## config.mk

```make
export PLATFORM = sky130hd
export DESIGN_NAME = alu_ctrl_seq
export DESIGN_NICKNAME = d
export VERILOG_FILES = /design/src/rtl/alu_ctrl_seq.sv
export SDC_FILE = /design/constraint.sdc
export NUM_CORES = 1
export LEC_CHECK = 0
export CAP_MARGIN = 20
export CORE_MARGIN = 2
export CORE_UTILIZATION = 41
export CTS_CLUSTER_DIAMETER = 30
export CTS_CLUSTER_SIZE = 28
export DETAILED_ROUTE_END_ITERATION = 7
export GPL_ROUTABILITY_DRIVEN = 0
export MAX_ROUTING_LAYER = met4
export PLACE_DENSITY = 0.82
export SLEW_MARGIN = 20
export SYNTH_ARGS = -nofsm -noshare
export SYNTH_HDL_FRONTEND = slang
export SYNTH_SLANG_ARGS = --single-unit
```

## constraint.sdc

```tcl
create_clock -name clk -period 1.8 [get_ports clk]
set_clock_uncertainty 0.15 [all_clocks]
set_input_delay 0.27 -clock clk [delete_from_list [all_inputs] [get_ports clk]]
set_output_delay 0.27 -clock clk [all_outputs]
set_load 0.005 [all_outputs]
```

## src/rtl/alu_ctrl_seq.sv

```systemverilog
// rtl/alu_ctrl_seq.sv - registered ALU control sequencer with multi-cycle mul back-pressure
module alu_ctrl_seq #(
    parameter int CTRL_W  = 4,
    parameter int MUL_LAT = 3
) (
    input  logic              clk,
    input  logic              rst_n,
    input  logic              in_valid,
    output logic              in_ready,
    input  logic [1:0]        aluop,
    input  logic [5:0]        funct,
    input  logic              flush,
    output logic              out_valid,
    output logic [CTRL_W-1:0] alucontrol,
    output logic              multi,
    output logic              last,
    output logic              illegal
);

    localparam int CNT_W = $clog2(MUL_LAT + 1);

    typedef enum logic {
        S_IDLE  = 1'b0,
        S_MULTI = 1'b1
    } state_t;

    state_t            r_state;
    state_t            w_state_nxt;
    logic [CNT_W-1:0]  r_cnt;
    logic [CNT_W-1:0]  w_cnt_nxt;
    logic              r_valid;
    logic              w_valid_nxt;
    logic [CTRL_W-1:0] r_ctrl;
    logic [CTRL_W-1:0] w_ctrl_nxt;
    logic              r_multi;
    logic              w_multi_nxt;
    logic              r_last;
    logic              w_last_nxt;
    logic              r_illegal;
    logic              w_illegal_nxt;

    logic [3:0]        w_code;
    logic              w_is_mul;
    logic              w_is_illegal;

    // Decode of the operation currently presented by the decoder
    always_comb begin
        w_code       = 4'h0;
        w_is_mul     = 1'b0;
        w_is_illegal = 1'b0;
        case (aluop)
            2'b01: w_code = 4'h2;
            2'b11: w_code = 4'h0;
            2'b10: w_code = 4'h3;
            default: begin
                if (funct == 6'b001000) begin
                    w_code = 4'h7;
                end else if (funct == 6'b110111) begin
                    w_code   = 4'h6;
                    w_is_mul = 1'b1;
                end else begin
                    w_is_illegal = 1'b1;
                end
            end
        endcase
    end

    // Next-state and next-output logic; everything holds unless changed below
    always_comb begin
        w_state_nxt   = r_state;
        w_cnt_nxt     = r_cnt;
        w_valid_nxt   = r_valid;
        w_ctrl_nxt    = r_ctrl;
        w_multi_nxt   = r_multi;
        w_last_nxt    = r_last;
        w_illegal_nxt = r_illegal;
        if (flush) begin
            // Flush beats any pending accept and clears the op in flight
            w_state_nxt   = S_IDLE;
            w_cnt_nxt     = '0;
            w_valid_nxt   = 1'b0;
            w_multi_nxt   = 1'b0;
            w_last_nxt    = 1'b0;
            w_illegal_nxt = 1'b0;
        end else begin
            case (r_state)
                S_IDLE: begin
                    if (in_valid) begin
                        w_valid_nxt   = 1'b1;
                        w_ctrl_nxt    = CTRL_W'(w_code);
                        w_illegal_nxt = w_is_illegal;
                        w_multi_nxt   = w_is_mul;
                        if (w_is_mul && (MUL_LAT > 1)) begin
                            w_last_nxt  = 1'b0;
                            w_cnt_nxt   = CNT_W'(MUL_LAT - 1);
                            w_state_nxt = S_MULTI;
                        end else begin
                            w_last_nxt = 1'b1;
                        end
                    end else begin
                        w_valid_nxt   = 1'b0;
                        w_multi_nxt   = 1'b0;
                        w_last_nxt    = 1'b0;
                        w_illegal_nxt = 1'b0;
                    end
                end
                default: begin
                    // Code/multi/valid hold; leaving on cnt==1 makes the next
                    // cycle the last one and reopens in_ready for back-to-back ops
                    w_cnt_nxt = r_cnt - CNT_W'(1);
                    if (r_cnt == CNT_W'(1)) begin
                        w_state_nxt = S_IDLE;
                        w_last_nxt  = 1'b1;
                    end
                end
            endcase
        end
    end

    // State and output registers
    always_ff @(posedge clk or negedge rst_n) begin
        if (!rst_n) begin
            r_state   <= S_IDLE;
            r_cnt     <= '0;
            r_valid   <= 1'b0;
            r_ctrl    <= '0;
            r_multi   <= 1'b0;
            r_last    <= 1'b0;
            r_illegal <= 1'b0;
        end else begin
            r_state   <= w_state_nxt;
            r_cnt     <= w_cnt_nxt;
            r_valid   <= w_valid_nxt;
            r_ctrl    <= w_ctrl_nxt;
            r_multi   <= w_multi_nxt;
            r_last    <= w_last_nxt;
            r_illegal <= w_illegal_nxt;
        end
    end

    assign in_ready   = (r_state == S_IDLE);
    assign out_valid  = r_valid;
    assign alucontrol = r_ctrl;
    assign multi      = r_multi;
    assign last       = r_last;
    assign illegal    = r_illegal;

endmodule

```

==> results.sh <==
export IMPL_outcome="finished, final reports clean"
export IMPL_slowest_delay_ns=0.50
export IMPL_syn_avg_cell_area_um2=9.80
export IMPL_diodes=0
export IMPL_ys_top_cells_by_area="dfrtp_1 (46%), ha_1 (9.3%), mux2i_1 (5.6%)"
export IMPL_fin_crit_sh_pct=96.7
export IMPL_crit_type="flip-flop to primary output"
export IMPL_utilization_pct=61.6
export IMPL_io_pins=21
export IMPL_powerDensity_mw_per_mm2=664
export IMPL_yosys_area_top_type_share_pct=46.4
export IMPL_grt_pass1_vias=457
export IMPL_timing_final_crit_period_ns=1.74
export IMPL_p_int_uw=408
export IMPL_cts_buffers=3
export IMPL_drc=0
export IMPL_track_usage_pct=17.8
export IMPL_synth_area_leader_cell="dfrtp_1"
export IMPL_use_met1_pct=17.2
export IMPL_critical_path_cell_chain="inv_1 -> clkdlybuf4s50_1"
export IMPL_cts_max_level=1
export IMPL_fmax_mhz=574
export IMPL_cts_tree="built"
export IMPL_grt_max_degree=11
export IMPL_hold_path_class="primary input to async pin"
export IMPL_ys_seq_area_share_pct=46.4
export IMPL_rsz0062_at_grt="no"
export IMPL_clk_path_buf_depth=2
export IMPL_netlist_area_um2=539
export IMPL_synth_warnings=0
export IMPL_crit_slowest_cell="clkdlybuf4s50_1"
export IMPL_cellLeakagePower_nw=0.326
export IMPL_ys_types=23
export IMPL_grtUsageMet3_pct=3.33
export IMPL_tns_ns=0
export IMPL_sw_frac_of_total_pct=21.4
export IMPL_drt_wl_total_um=1050
export IMPL_p_switching_uw=111
export IMPL_grtUsageMet2_pct=31.5
export IMPL_critPathTopFamily="buffers and inverters"
export IMPL_start_util_pct=42.5
export IMPL_cp_max_fo=6
export IMPL_clkPwrFrac_pct=38.0
export IMPL_synth_nets=71
export IMPL_cts_hold_buf=0
export IMPL_die_x_um=40.3
export IMPL_worstPathArrival_ns=1.32
export IMPL_cp_data_required_time_ns=1.38
export IMPL_root_buffer="clkbuf_4"
export IMPL_fp_dieH_um=40.3
export IMPL_final_nets=94
export IMPL_grt_overflow_total=0
export IMPL_p_seq_share_pct=46.2
export IMPL_final_max_slew_viol_count=0
export IMPL_area_delta_synth_final_pct=45.0
export IMPL_finalHoldViolations=0
export IMPL_drive_gt1_share_pct=10.4
export IMPL_cts_sinks=10
export IMPL_coreArea_mm2=0.00127
export IMPL_wl_per_cell_um=11.4
export IMPL_setup_viol=0
export IMPL_critPathLaunchType="flip-flop"
export IMPL_grt_pass1_wl_um=1790
export IMPL_portBuffers=19
export IMPL_die_area_mm2=0.00162
export IMPL_crit_buf_inv=2
export IMPL_ir_drop_mv=0.502
export IMPL_grt_busiest_layer="met2"
export IMPL_antenna_found_initial=0
export IMPL_ys_ff_latch=10
export IMPL_via_per_inst=5.13
export IMPL_netlist_instances=55
export IMPL_comb_power_share_pct=15.8
export IMPL_clk_pin_slew_ns=0.06
export IMPL_clock_latency_ns=0.26
export IMPL_placementRows=13
export IMPL_maxCapViolations=0
export IMPL_vias=472
export IMPL_dr_first_iter_drc_count=12
export IMPL_end_kind="primary output"
export IMPL_antenna_left=0
export IMPL_first_pass_iters=4
-- power groups by stage --
stage               Combinational [mW]  Clock, mW  Sequential (mW)
global placement                0.0812          0            0.244
finish                          0.0819      0.197            0.240
global route                    0.0924      0.214            0.241
floorplan                       0.0256          0            0.245
detailed placement              0.0827          0            0.244
CTS                             0.0831      0.204            0.240
-- layout by cell type (no fill, tap or decap), types with 2 or more instances in the layout --
| master | synthesis | final |
|---|---|---|
| ha_1 | 4 | 4 |
| inv_1 | 4 | 4 |
| nand2b_1 | 2 | 2 |
| dfrtp_1 | 10 | 9 |
| nand2_1 | 7 | 7 |
| clkdlybuf4s50_1 | 0 | 19 |
| nor2_1 | 4 | 4 |
| mux2i_1 | 3 | 3 |
| o21ai_0 | 6 | 6 |
| clkbuf_4 | 0 | 3 |
-- final timing paths --
path | startpoint | to | slack [ns] | depth (start not counted)
worst max register to register | r_state$_DFF_PN0_ | r_state$_DFF_PN0_ | 0.38 | 3
max in group asynchronous | rst_n | r_state$_DFF_PN0_ | 0.99 | 1
worst min-delay path | rst_n | last$_DFFE_PN0P_ | 0.18 | 1
worst max-delay path | r_state$_DFF_PN0_ | in_ready | 0.06 | 2
worst min register to register | alucontrol[0]$_DFFE_PN0P_ | alucontrol[0]$_DFFE_PN0P_ | 0.33 | 2
min in group clk | alucontrol[0]$_DFFE_PN0P_ | alucontrol[0]$_DFFE_PN0P_ | 0.33 | 2
-- worst register-to-register path, cell delays in order, from the launching register on --
cell and delay (ns):
dfrtp_2 0.44, nand2b_1 0.19, or2_2 0.35, o32ai_1 0.18
-- state kept, by name, summed over array words and instances (netlist names) --
register,count
multi,1
r_cnt,2
alucontrol,3
out_valid,1
r_state,1
illegal,1
last,1
-- stage by stage --
step	setup slack [ns]	total power, mW	std cells	instance area, µm²	hold slack, ns
finish	0.0587	0.519	92	782	0.177
global route	0.0110	0.547	92	782	0.203
CTS	0.0291	0.527	92	781	0.180
detailed placement	-0.182	0.327	88	744	0.321
global placement	-0.155	0.325	88	744	0.317
floorplan	0.287	0.270	55	539	-0.176
-- kinds of logic (layout without fill, tap and decap cells) --
logic type / after synthesis / after routing / share of synthesized area, %
adder cells (fa/ha/maj): 4 / 4 / 9.28
XOR/XNOR: 1 / 1 / 1.62
AO/OA/AOI/OAI: 11 / 11 / 12.8
multiplexers: 3 / 3 / 5.57
flip-flops: 10 / 10 / 46.4
AND/OR/NAND/NOR: 19 / 19 / 18.8
buffers and inverters: 6 / 28 / 4.87
other: 1 / 1 / 0.695
-- synth_stat cells --
master	count
dfrtp_1	10
and2_1	1
buf_4	1
conb_1	1
nand2_1	7
o22ai_1	1
nor3_2	1
mux2i_1	3
inv_1	4
a32o_1	1
a21oi_1	1
o32ai_1	1
clkbuf_1	1
nor2_1	4
nand4b_1	1
or2_2	1
o21ai_0	6
xnor2_1	1
or4b_1	1
nor2b_1	1
nand2b_1	2
ha_1	4
a311oi_1	1
-- final cells by class --
cell class,count,area (µm²)
well taps,15,18.8
inverters,4,15.0
flip-flops and latches,10,251
clock buffers,4,36.3
multi-input cells,39,263
repair buffers,20,198
fillers,109,487
-- repair_timing --
item,4_1_cts,5_1_grt
setup endpoints to repair,0,1
resized for setup,0,1
setup buffers,0,0
-- metal layers --
layer	routed length, µm	part of all wire, %
met5	0	0
met4	10	0.95
met3	99	9.4
met2	526	50
met1	413	39
Power figures use the tool's default switching activity.
==> RTL edit: new RTL, same settings <==
The parameter `MUL_LAT` goes from 3 to 6.
--- a/src/rtl/alu_ctrl_seq.sv
+++ b/src/rtl/alu_ctrl_seq.sv
@@ -2,5 +2,5 @@
 module alu_ctrl_seq #(
     parameter int CTRL_W  = 4,
-    parameter int MUL_LAT = 3
+    parameter int MUL_LAT = 6
 ) (
     input  logic              clk,
Check against the original RTL: not equivalent (Yosys sat finds a counterexample within 4 cycles, from zero or initial values and one cycle with rst_n low).
==> RTL edit against the original RTL <==
- clock power is 16% lower
- routed wire length up 26%
- final area rose by 17%
- largest power group unchanged
- non-clock buffer count grew 10
- highest routed layer unchanged
- area after synthesis increased by 11%
- worst setup slack improved by 20 ps
- sequential cell count rose by 1
- count of clock-buffer cells in the layout unchanged
- critical endpoint unchanged
- total power rose by 1.4%
==> RTL edit: results (changes against the original RTL) <==
* Status: finished, final reports clean
* Hold Path Class: input port to asynchronous set/reset pin
* Routed length per instance at 12.0 microns (+5.1%)
* Leakage at 0.413 nW (+27%)
* Syn Nets at 79 (+11%)
* Synth Area in Compound Gates at 0.105 (-0.0230)
* Hold Buf Count CTS at 0 (unchanged)
* Worst-path clk slew at 70 ps
* Detailed Route Iter0 Violations at 12 (unchanged)
* Seq/Total Area, Yosys at 0.460 (-0.00379)
* Fillers at 104 (-4.6%)
* CP top delay family: buffers and inverters
* Synth Instances at 62 (+13%)
* Top post-synthesis cells by count: dfrtp_1, nand2_1, o21ai_0
* Layout cells sized above 1 at 0.179 (+0.0751)
* Worst-Skew Late Latency at 270 ps
* Post-CTS setup buffers at 0 (unchanged)
* Vias at 547 (+16%)
* CP max FO at 6 (unchanged)
* Post-CTS sizing at 0 (unchanged)
* Vias in the first global route at 530 (+16%)
* Sequential power at 0.263 mW (+9.6%)
* Finished Cell Area at 916 sq um (+17%)
* Final wirelength at 1320 microns (+26%)
* Nets at 113 (+20%)
* Max IR drop VDD at 411 uV (-18%)
* Hpwl dp at 1030 microns
* Diode count at 0 (unchanged)
* Placed inst area at 882 sq um (+18%)
* Synth Area in XOR/XNOR at 0.0293 (+0.0130)
* H-Tree Depth at 1 (unchanged)
* Ys async rst share at 1.00 (unchanged)
* First drt pass iteration count at 5 (+1)
* Reg power frac at 0.499 (+0.037)
* GRT Resource Usage Total at 0.173 (-0.00441)
* Dpl ws at -224 ps (-42.4 ps)
* Synth Area in Adders at 0.105 (+0.0118)
* Crit path arrival time at 1300 ps (-20 ps)
* Yosys cell types at 22 (-4.3%)
* First-pass GRT wire length at 2260 microns (+27%)
* Internal power at 0.405 mW (-0.84%)
* P_comb at 0.0975 mW (+19%)
* Top cells by area, synth: dfrtp_1, ha_1, o21ai_0
* Largest net degree at the start of global routing at 12 (+1)
* Proportion of synthesized area in mux cells at 0.0502 (-0.00548)
-- RTL edit: layer usage --
layer	vias to the layer above	track usage	share of wire	routed length (microns)
met2	18	0.258	0.47	616
met1	249	0.206	0.45	598
li1	275	-	-	-
met3	5	0.0647	0.055	72
met4	0	0.0813	0.024	31
met5	-	-	0	0
-- RTL edit: path summary, 6_finish.rpt --
| check | startpoint | end | slack [ps] | depth (start not counted) |
|---|---|---|---|---|
| min in group clk | multi | multi | 330 | 2 |
| min | rst_n | r_cnt[0] | 170 | 1 |
| min reg2reg | multi | multi | 330 | 2 |
| max | r_state | in_ready | 80 | 2 |
| max reg2reg | r_state | alucontrol[1] | 290 | 4 |
| max in group asynchronous | rst_n | r_state | 990 | 1 |
-- RTL edit: cell type report --
type / instances / share of cell area
flip-flops and latches: 11 / 0.302
clock buffers: 4 / 0.0287
multi-input cells: 44 / 0.327
well taps: 15 / 0.0205
repair buffers: 30 / 0.298
inverters: 6 / 0.0246
